File: src/rtl/rom_loader_pkg.sv
// Shared definitions for the ROM-to-RAM loader: FSM state encoding and
// region-table field access.
package rom_loader_pkg;

    typedef enum logic [2:0] {
        ST_IDLE,
        ST_ADDR,
        ST_WAIT,
        ST_CAPT,
        ST_DONE
    } ld_state_t;

    // Each REG_AW table entry is a 5-bit region address width.
    localparam int unsigned REG_AW_FW = 5;
    localparam int unsigned MAX_REG   = 32;
    localparam int unsigned AW_TBL_W  = REG_AW_FW * MAX_REG;

    function automatic logic [REG_AW_FW-1:0] reg_aw_at(
        input logic [AW_TBL_W-1:0] tbl,
        input int unsigned         idx
    );
        return tbl[idx*REG_AW_FW +: REG_AW_FW];
    endfunction

endpackage

File: src/rtl/rom_loader_decode.sv
// Combinational region decoder: maps a download address to a one-hot region
// match (lowest index wins on overlap) and the region-local address.
module rom_region_decode
    import rom_loader_pkg::*;
#(
    parameter int ADDR_W  = 19,
    parameter int NUM_REG = 8,
    parameter logic [NUM_REG*ADDR_W-1:0]    REG_BASE = '0,
    parameter logic [NUM_REG*REG_AW_FW-1:0] REG_AW   = '0
) (
    input  logic [ADDR_W-1:0]  dl_addr,
    output logic [NUM_REG-1:0] match,
    output logic [13:0]        local_addr
);

    localparam logic [AW_TBL_W-1:0] AW_TBL = AW_TBL_W'(REG_AW);

    logic [REG_AW_FW-1:0] aw;
    logic [ADDR_W-1:0]    base;
    logic [ADDR_W-1:0]    lo_mask;
    logic                 found;

    always_comb begin
        match      = '0;
        local_addr = '0;
        found      = 1'b0;
        aw         = '0;
        base       = '0;
        lo_mask    = '0;
        for (int unsigned i = 0; i < NUM_REG; i++) begin
            aw   = reg_aw_at(AW_TBL, i);
            base = REG_BASE[i*ADDR_W +: ADDR_W];
            for (int unsigned b = 0; b < ADDR_W; b++)
                lo_mask[b] = (b < 32'(aw));
            // Only bits above the region width take part in the compare.
            if (!found && aw != '0 && ((dl_addr ^ base) & ~lo_mask) == '0) begin
                found      = 1'b1;
                match[i]   = 1'b1;
                local_addr = 14'(dl_addr & lo_mask);
            end
        end
    end

endmodule

File: src/rtl/rom_loader.sv
// Copies external ROM bytes 0..END_ADDR into per-region RAMs, accumulating a
// 16-bit checksum, then hands the ROM address bus back to the game CPU.
module rom_loader
    import rom_loader_pkg::*;
#(
    parameter int ADDR_W  = 19,
    parameter int DATA_W  = 8,
    parameter int NUM_REG = 8,
    parameter logic [NUM_REG*ADDR_W-1:0] REG_BASE = {
        19'h00000, 19'h10000, 19'h0C000, 19'h0B000,
        19'h0A000, 19'h08000, 19'h04000, 19'h00000},
    parameter logic [NUM_REG*REG_AW_FW-1:0] REG_AW = {
        5'd0, 5'd14, 5'd14, 5'd12, 5'd12, 5'd13, 5'd14, 5'd14},
    parameter logic [ADDR_W-1:0] END_ADDR = 19'h1FFFF,
    parameter int WAIT_CYC   = 1,
    parameter int AUTO_START = 1
) (
    input  logic                clk_6144,
    input  logic                reset,
    input  logic                start,
    input  logic [ADDR_W-1:0]   cpu_a,
    output logic [ADDR_W-1:0]   rom_a,
    input  logic [DATA_W-1:0]   rom_d,
    output logic [13:0]         wr_addr,
    output logic [DATA_W-1:0]   wr_data,
    output logic [NUM_REG-1:0]  wr_en,
    output logic                busy,
    output logic                done,
    output logic [15:0]         checksum
);

    localparam logic [3:0] WAIT_M1 = 4'((WAIT_CYC > 0) ? WAIT_CYC - 1 : 0);

    ld_state_t           state, state_n;
    logic [ADDR_W-1:0]   dl_addr;
    logic [3:0]          wait_cnt;
    logic                auto_pend;
    logic                last_addr;
    logic                load_go;
    logic [NUM_REG-1:0]  dec_match;
    logic [13:0]         dec_local;

    rom_region_decode #(
        .ADDR_W   (ADDR_W),
        .NUM_REG  (NUM_REG),
        .REG_BASE (REG_BASE),
        .REG_AW   (REG_AW)
    ) u_decode (
        .dl_addr    (dl_addr),
        .match      (dec_match),
        .local_addr (dec_local)
    );

    assign last_addr = (dl_addr == END_ADDR);

    always_ff @(posedge clk_6144 or posedge reset) begin
        if (reset) state <= ST_IDLE;
        else       state <= state_n;
    end

    always_comb begin
        state_n = state;
        load_go = 1'b0;
        case (state)
            ST_IDLE: if (start || auto_pend) begin
                state_n = ST_ADDR;
                load_go = 1'b1;
            end
            ST_ADDR: state_n = (WAIT_CYC > 0) ? ST_WAIT : ST_CAPT;
            ST_WAIT: if (wait_cnt == '0) state_n = ST_CAPT;
            ST_CAPT: state_n = last_addr ? ST_DONE : ST_ADDR;
            ST_DONE: if (start) begin
                state_n = ST_ADDR;
                load_go = 1'b1;
            end
            default: state_n = ST_IDLE;
        endcase
    end

    assign busy  = (state == ST_ADDR) || (state == ST_WAIT) || (state == ST_CAPT);
    assign done  = (state == ST_DONE);
    assign rom_a = busy ? dl_addr : cpu_a;

    always_ff @(posedge clk_6144 or posedge reset) begin
        if (reset) begin
            dl_addr   <= '0;
            wait_cnt  <= '0;
            auto_pend <= (AUTO_START != 0);
            wr_en     <= '0;
            wr_addr   <= '0;
            wr_data   <= '0;
            checksum  <= '0;
        end else begin
            auto_pend <= 1'b0;
            wr_en     <= '0;
            if (load_go) begin
                dl_addr  <= '0;
                checksum <= '0;
            end
            if (state == ST_ADDR)      wait_cnt <= WAIT_M1;
            else if (state == ST_WAIT) wait_cnt <= wait_cnt - 4'd1;
            if (state == ST_CAPT) begin
                wr_en    <= dec_match;
                wr_addr  <= dec_local;
                wr_data  <= rom_d;
                checksum <= checksum + 16'(rom_d);
                if (!last_addr) dl_addr <= dl_addr + ADDR_W'(1);
            end
        end
    end

endmodule

File: config.mk
export PLATFORM = sky130hd
export DESIGN_NAME = rom_loader
export DESIGN_NICKNAME = d
export VERILOG_FILES = /design/src/rtl/rom_loader_pkg.sv /design/src/rtl/rom_loader_decode.sv /design/src/rtl/rom_loader.sv
export SDC_FILE = /design/constraint.sdc
export NUM_CORES = 1
export LEC_CHECK = 0
export ABC_AREA = 1
export CORE_ASPECT_RATIO = 1.2
export CORE_MARGIN = 4
export CORE_UTILIZATION = 51
export DETAILED_ROUTE_END_ITERATION = 10
export HOLD_SLACK_MARGIN = 0.06
export PLACE_DENSITY = 0.81
export SYNTH_ARGS = -nofsm -noshare
export SYNTH_HDL_FRONTEND = slang
export SYNTH_SLANG_ARGS = --single-unit
File: constraint.sdc
create_clock -name clk_6144 -period 3.1 [get_ports clk_6144]
set_input_delay 0.775 -clock clk_6144 [delete_from_list [all_inputs] [get_ports clk_6144]]
set_output_delay 0.775 -clock clk_6144 [all_outputs]
set_load 0.05 [all_outputs]
---- After elaboration in Yosys (flattened, before gate mapping) ----
Cells that the tools add are included.
operators by class
  eq/ne operators ......................... 8
  $lt $le $gt $ge ......................... 0
  div/mod/pow operators ................... 0
  mux-type cells .......................... 36
  $add $sub $neg .......................... 3
  bitwise gates (word level) .............. 6
  multipliers ............................. 0
  shifts and indexed selects .............. 0
  reductions and logical operators ........ 27
operator list
  cell                     count
  $logic_not A19 Y1        7
  $mux W14                 7
  $mux W19                 4
  $mux W16                 2
  $add A19 B1 Y19 const B  1
  $eq A19 B17 Y1 const B   1
  $add A16 B8 Y16          1
  $pmux W3 S5              1
  $mux W1                  14
  $mux W3                  4
  $mux W4                  2
  $mux W7                  1
  $eq A3 B2 Y1 const B     2
  $logic_and A1 B1 Y1      6
  $logic_not A1 Y1         6
  $ne A2 B2 Y1 const B     3
  $logic_not A4 Y1         1
  $not A2 Y2               2
  $reduce_bool A2 Y1       2
  $sub A4 B1 Y4 const B    1
  $eq A3 B1 Y1 const B     1
  $eq A3 B3 Y1 const B     1
  $logic_not A3 Y1         1
  $logic_or A1 B1 Y1       3
  other kinds (4)          6
storage, ports and cells
  memories kept ........................... 0
  output and inout port bits .............. 67
  word-level logic and storage cells ...... 88
  latch bits .............................. 0
  memory bits (read-only) ................. 0
  register bits ........................... 73
  RAM bits ................................ 0

---- Logic depth before layout (Yosys ltp) ----
Gate-level depths: netlist of the first run.
  depth in word-level cells ............... 21
  depth in mapped cells ................... 12

---- By module ----
From an unflattened synthesis of the first run, not the netlist that was laid out.
unflattened totals
  cell total of the unflattened synthesis .. 638
  area total of the unflattened synthesis .. 4480.5 um^2
modules (own cells, without submodules)
  module             cells each  seq. area each (um^2)  times used  area each (um^2)
  rom_loader         586         1828.0                 1           4195.3
  rom_region_decode  52          0.0                    1           285.3

---- Worst setup path before layout of the first run ----
OpenSTA, ideal clock, no wires.
  path kind ............................... register -> output
  from .................................... register state[0]
  to ...................................... output port rom_a[10]
  path buffers ............................ 2
  setup slack ............................. -459 ps
  cell stages (with the launch flop) ...... 7
  data arrival time ....................... 2784 ps
  path through ............................ dfrtp_1 nor2_1 nor2_1 inv_1 clkbuf_1 clkbuf_1 o21ai_0
on the way
  word-level cells in the longest chain between the ends .. 4
  elaborated cells on any way between the ends .. 6
  those cells by class .................... eq/ne: 3; mux: 1; reduce/logical: 2
RTL lines
  element                                       RTL line          RTL
  start, declared                               rom_loader.sv:34  ld_state_t state, state_n;
  start signal, assigned                        rom_loader.sv:58  else state <= state_n;
  $eq A3 B1 Y1 or $eq A3 B2 Y1 (tied branches)  rom_loader.sv:80  assign busy = (state == ST_ADDR) || (state == ST_WAIT) || (state == ST_CAPT);
  $logic_or A1 B1 Y1                            rom_loader.sv:80
  $logic_or A1 B1 Y1 *                          rom_loader.sv:80
  named net busy                                rom_loader.sv:27  output logic busy,
  $mux W19 *                                    rom_loader.sv:82  assign rom_a = busy ? dl_addr : cpu_a;
  end, declared                                 rom_loader.sv:22  output logic [ADDR_W-1:0] rom_a,
Mark *: on every way through the listed nets, which the timed path passes. The rest lies on a longest branch.

---- Worst setup path in the final report of the first run ----
  from .................................... register state[0]
  to ...................................... output port rom_a[5]
on the way
  word-level cells in the longest chain between the ends .. 4
  elaborated cells on any way between the ends .. 6
  those cells by class .................... eq/ne: 3; mux: 1; reduce/logical: 2
RTL lines
  element                                       RTL line
  $eq A3 B1 Y1 or $eq A3 B2 Y1 (tied branches)  rom_loader.sv:80
  $logic_or A1 B1 Y1                            rom_loader.sv:80
  $logic_or A1 B1 Y1 *                          rom_loader.sv:80
  $mux W19 *                                    rom_loader.sv:82
Every way passes the cells marked *; elsewhere a longest branch is shown, timed or not.

==> flow_metrics.tcl, run 1 <==
set metrics [dict create \
    hold_violations 0 \
    ant_nets 0 \
    cp_max_fo 30 \
    numCtsBuffers 9 \
    min_path_type "reg2reg" \
    cts_hold_buf 0 \
    finalWirelength_um 10900 \
    gr-usage-all-layers 0.228 \
    insertion_delay_ns 0.36 \
    maxCapViolCount 0 \
    num_rows 36 \
    clockPowerShare 0.154 \
    r2r-start "state[2]" \
    cts_setup_buffers 0 \
    ys_ff_latch 72 \
    cp_cell_sequence "nor2_1 > nor2_1 > inv_1 > buf_12 > o21ai_0 > buf_12" \
    endpoint_kind "output port" \
    power_leakage_uw 0.00272 \
    synth_top_cell_by_area "dfrtp_1" \
    vias 4208 \
    hp-start "wr_addr[7]" \
    p_total_uw 4510 \
    critPathSlowestCell "dfrtp_1" \
    cts_resized 0 \
    fin_skew_ns 0.00895 \
    p_int_uw 2350 \
    clock_sinks 72 \
    start_kind "flop" \
    setup.worst_path.class "reg2out" \
    drt-pass1-iter-count 5 \
    grt_pass1_vias 4040 \
    tns_ns 0 \
    synthXorXnorAreaFrac 0.0125 \
    drc_errors 0 \
    path_buf_inv 3 \
    ir_worst_vdd_v 0.000584 \
    relSlewSlack 0.523 \
    status "finished, final reports clean" \
    cts_tree "done" \
    root_buffer "clkbuf_8" \
    setup_viol 0 \
    yosysTopAreaCellShare 0.422 \
    antenna_found_initial 0 \
    fill_cells 658 \
    area_growth_pct 34.8 \
    grt_overflow 0 \
    synthTopCellsByArea "dfrtp_1 42%, nand2_1 18%, inv_1 6.0%" \
    dp_hpwl_um 8260 \
    layout_commonest_cell "nand2_1" \
    place_congestion 0.937 \
    synth_fa_ha_area_frac 0.0345 \
    synth_top_family_by_area "simple AND/OR/NAND/NOR gates" \
    grt_pass1_wl_um 18200 \
    grt_max_degree 55 \
    worstRegToRegCells 6 \
    pwr-share-seq 0.270 \
    fp.coreArea_mm2 0.00811 \
    ys_types 41 \
    portBuffers 95 \
    powerDensity_mw_per_mm2 794 \
    hold_depth 2 \
    rsz0062_at_grt "no" \
    arrival_ns 2.19 \
    synthSimpleGateAreaFrac 0.341 \
    initial_core_util 0.519 \
    required_ns 2.32 \
    min_to "wr_addr[7]" \
    power_frac_comb 0.576 \
    synth.area.mux_share 0 \
    viasPerCell 5.37 \
    syn_inst 586 \
    yosysSeqAreaShare 0.428 \
    slowest_delay_ns 0.43 \
    r2r_end "checksum[0]" \
    max_freq_mhz 337 \
    p_sw_frac 0.479 \
    final_cell_mix "204 x nand2_1, 76 x clkdlybuf4s50_1, 71 x dfrtp_1, 66 x inv_1, 54 x nor2_1" \
    reg2reg_slack_ns 1.12 \
    cts.reportedPaths.clkPinSlew_ns 0.08 \
    synth_compound_gate_area_share 0.0977 \
    synth.avg_cell_area_um2 7.19 \
    post_drt_wl_per_cell_um 13.9 \
    p_switching_uw 2160 \
    layout.nets 724 \
    synth_warnings 0 \
    antenna_cells 0 \
    crit_family "buffers and inverters" \
    drive_above_1_share 0.108 \
    drtIter0Drc 332 \
    finalCriticalPeriod_ns 2.97 \
    cts_max_level 3 \
    ios 97 \
    syn_area_mm2 0.00421 \
    tightest_slew_ns 0.710 \
    design.die.area_mm2 0.00978 \
    fp.dieH_um 108 \
    timing.final.crit_share 0.957 \
    die_w_um 91.0 \
    cts_buffer_depth 2 \
    slew_violations 0 \
]
-- worst register-to-register path, cell delays in order (launching register included) --
cell	delay (ns)
dfrtp_1	0.38
inv_1	0.11
nand3_2	0.08
clkinv_1	0.36
buf_4	0.38
nor2_2	0.40
a22o_1	0.21
-- cell usage after synthesis --
cell / n
xnor2_1: 2
fa_1: 1
o32ai_1: 1
nor4_1: 1
nand2_2: 4
o21ai_0: 39
a21boi_0: 1
buf_2: 3
or2_2: 1
nor2_1: 54
buf_6: 1
dfrtp_1: 71
buf_8: 1
a22o_1: 1
conb_1: 1
clkbuf_1: 8
ha_1: 10
o31ai_1: 13
buf_4: 2
xor2_1: 4
nor3_1: 13
nand3b_1: 1
nor2_4: 2
o22ai_1: 2
nand4_1: 9
nor2_2: 5
and3_1: 3
o21ai_2: 3
nand2_1: 204
nand3_1: 37
a21oi_1: 8
dfstp_2: 1
buf_1: 2
clkinv_1: 2
inv_2: 2
o21ai_1: 1
nand3_2: 1
nand2_4: 2
nor3_2: 1
inv_1: 67
a32o_1: 1
-- sequential cells by signal, indices dropped and copies added (netlist names) --
register   flops
wr_data        8
state          3
wr_addr       14
checksum      16
auto_pend      1
wr_en          7
wait_cnt       4
dl_addr       19
-- power groups by stage --
| stage | combinational [µW] | clock [µW] | sequential [µW] |
|---|---|---|---|
| 3_5_place_dp | 2610 | 0 | 1230 |
| 5_1_grt | 2790 | 755 | 1240 |
| 6_report | 2600 | 696 | 1220 |
| 4_1_cts | 2620 | 712 | 1220 |
| 3_3_place_gp | 2560 | 0 | 1230 |
| 2_1_floorplan | 1290 | 0 | 1600 |
-- final cells by class --
type	count	area (µm²)	share of cell area
Timing Repair Buffer	102	1220	0.215
Clock buffer	11	151	0.0267
Inverter	71	267	0.0470
Clock inverter	5	31.3	0.00551
Multi-Input combinational cell	427	2090	0.368
Sequential cell	72	1800	0.318
Tap cell	95	119	0.0209
-- layer usage --
layer | up-vias | routed length (µm) | global-route usage
met4 | 0 | 193 | 0.0948
met3 | 20 | 685 | 0.0559
met2 | 166 | 5410 | 0.391
met5 | - | 0 | 0
li1 | 2068 | - | -
met1 | 1954 | 4570 | 0.272
-- through the flow --
stage	util	hold WS [ns]	instances	cell area (µm²)	setup slack (ns)
finish	0.700	0.483	783	5680	0.133
global route	0.700	0.504	783	5680	0.0150
CTS	0.700	0.486	783	5680	0.161
detailed placement	0.677	0.465	767	5490	0.315
global placement	0.677	0.462	767	5490	0.376
floorplan	-	0.503	587	4250	-0.257
-- cells by family (layout without fill, tap and decap cells) --
| group | count (synthesis) | count (layout) |
|---|---|---|
| xor+xnor | 6 | 6 |
| other cells | 1 | 2 |
| flops | 72 | 72 |
| compound gates | 70 | 70 |
| simple gates | 338 | 338 |
| fa+ha+maj | 11 | 11 |
| buf+inv | 88 | 189 |
-- worst max-delay path by stage --
stage,startpoint,to,slack [ns],cells past startpoint
final,state[0],rom_a[5],0.13,6
after global routing,state[0],rom_a[18],0.01,6
after CTS,state[0],rom_a[4],0.16,6
after detailed placement,rom_d[0],checksum[12],0.32,12
after global placement,rom_d[0],checksum[12],0.38,12
after floorplan,state[0],rom_a[0],-0.26,5
(Power assumes the default switching activity.)
==> run 2: changes to the inputs <==
Settings changed: GPL_TIMING_DRIVEN set to 0, SKIP_LAST_GASP set to 1.
==> run 2 against run 1 <==
Utilization is 2.5 points lower. Clock power hardly changed. Sequential power hardly changed. Sequential share of layout area is 1.2 points higher. Via count is 1.6% higher. Critical endpoint is now rom_a[17]. Design area is 3.6% lower.
==> flow_metrics.tcl, run 2 (synthesized netlist as in run 1, its figures left out) <==
set metrics [dict create \
    finalWirelength_um 11500 \
    arrival_ns 2.16 \
    endpoint_kind "output port" \
    grt_max_degree 73 \
    cts_tree "done" \
    insertion_delay_ns 0.35 \
    drtIter0Drc 279 \
    fp.dieH_um 108 \
    timing.final.crit_share 0.947 \
    powerDensity_mw_per_mm2 787 \
    vias 4275 \
    required_ns 2.32 \
    cts_buffer_depth 2 \
    min_to "wr_data[3]" \
    portBuffers 95 \
    fin_skew_ns 0.0106 \
    start_kind "flop" \
    setup.worst_path.class "reg2out" \
    drt-pass1-iter-count 5 \
    num_rows 36 \
    largest_register_ffs 19 \
    fp.coreArea_mm2 0.00811 \
    final_cell_mix "204 x nand2_1, 76 x clkdlybuf4s50_1, 71 x dfrtp_1, 66 x inv_1, 54 x nor2_1" \
    dp_hpwl_um 8760 \
    relSlewSlack 0.399 \
    layout.nets 734 \
    cts_setup_buffers 0 \
    tightest_slew_ns 0.902 \
    maxCapViolCount 0 \
    drive_above_1_share 0.0960 \
    status "finished, final reports clean" \
    grt_pass1_wl_um 18700 \
    p_total_uw 4310 \
    slew_violations 0 \
    die_w_um 91.0 \
    fin_cells 793 \
    clock_sinks 72 \
    top_register "dl_addr" \
    hold_violations 0 \
    layout_commonest_cell "nand2_1" \
    finalCriticalPeriod_ns 2.94 \
    viasPerCell 5.39 \
    design.die.area_mm2 0.00978 \
    dp.cells 777 \
    r2r-start "checksum[0]" \
    r2r_end "checksum[8]" \
    gr-usage-all-layers 0.236 \
    area_growth_pct 29.9 \
    ir_worst_vdd_v 0.000626 \
    antenna_found_initial 0 \
    rsz0062_at_grt "no" \
    hold_ws_ns 0.487 \
    reg2reg_slack_ns 1.11 \
    cts.reportedPaths.clkPinSlew_ns 0.08 \
    hold_depth 2 \
    initial_core_util 0.519 \
    ant_nets 0 \
    post_drt_wl_per_cell_um 14.5 \
    antenna_cells 0 \
    place_congestion 0.997 \
    min_path_type "reg2reg" \
    power_leakage_uw 0.00267 \
    max_freq_mhz 341 \
    drc_errors 0 \
    setup_viol 0 \
    numCtsBuffers 9 \
    cts_max_level 3 \
    ios 97 \
    cp_max_fo 10 \
    worstRegToRegCells 11 \
    largestRegisters "dl_addr (19), checksum (16), wr_addr (14)" \
    grt_overflow 0 \
    root_buffer "clkbuf_8" \
    cts_hold_buf 0 \
    grt_pass1_vias 4121 \
    hp-start "wr_data[3]" \
]
run 2: cell types whose count changed in the layout (fill, tap and decap cells not counted), sizes merged:
cell,delta
dlygate4sd2,+8
clkdlybuf4s15,+4
clkinv,-2
clkbuf,+10
clkdlybuf4s18,+1
buf,-12
clkinvlp,+1
run 2: timing repair:
action / CTS / global route
hold endpoints to repair: 0 / 0
pin swaps: 0 / 0
setup endpoints to repair: 19 / 11
gates resized for setup: 39 / 15
run 2: worst max path at each step:
stage	from	end	slack, ns	depth (start not counted)
final	state[0]	rom_a[17]	0.16	7
after global routing	state[0]	rom_a[11]	0.003	8
after CTS	state[0]	rom_a[10]	-0.12	7
after detailed placement	state[0]	rom_a[10]	-0.26	7
after global placement	reset	wait_cnt[1]	-0.69	2
after floorplan	state[0]	rom_a[0]	-0.26	5
run 2: cell type report:
cell class	count	area, µm²
well taps	95	119
clock buffers	12	155
inverters	71	269
multi-input cells	427	2090
clock inverters	4	28.8
repair buffers	95	916
plain buffers	17	96.3
fillers	718	2640
flip-flops and latches	72	1800
run 2: worst max-delay path: stages (launching register included):
cell             delay, ns
dfrtp_1               0.43
nor2_1                0.09
nor2_1                0.22
inv_1                 0.11
clkbuf_2              0.20
buf_2                 0.25
o21ai_2               0.13
clkdlybuf4s15_2       0.38
run 2: routing by layer:
metal	up-vias	global-route usage	wire (µm)
li1	2086	-	-
met1	1976	0.274	4650
met2	181	0.417	5710
met3	32	0.0503	782
met4	0	0.109	375
met5	-	0	0
run 2: through the flow:
stage | instance area [µm²] | worst slack [ns] | TNS, ns | util
final | 5470 | 0.164 | 0 | 0.675
after global routing | 5470 | 0.00316 | 0 | 0.675
after CTS | 5510 | -0.116 | -0.116 | 0.679
after floorplan | 4250 | -0.257 | -2.53 | -
after global placement | 5320 | -0.692 | -49.83 | 0.656
after detailed placement | 5320 | -0.259 | -2.12 | 0.656
run 2: power by group:
| group | switching [µW] | internal, µW | leakage [µW] |
|---|---|---|---|
| sequential | 114 | 1100 | 0.000970 |
| clock | 365 | 335 | 0.0000886 |
| combinational | 1710 | 687 | 0.00161 |
| total | 2190 | 2120 | 0.00267 |
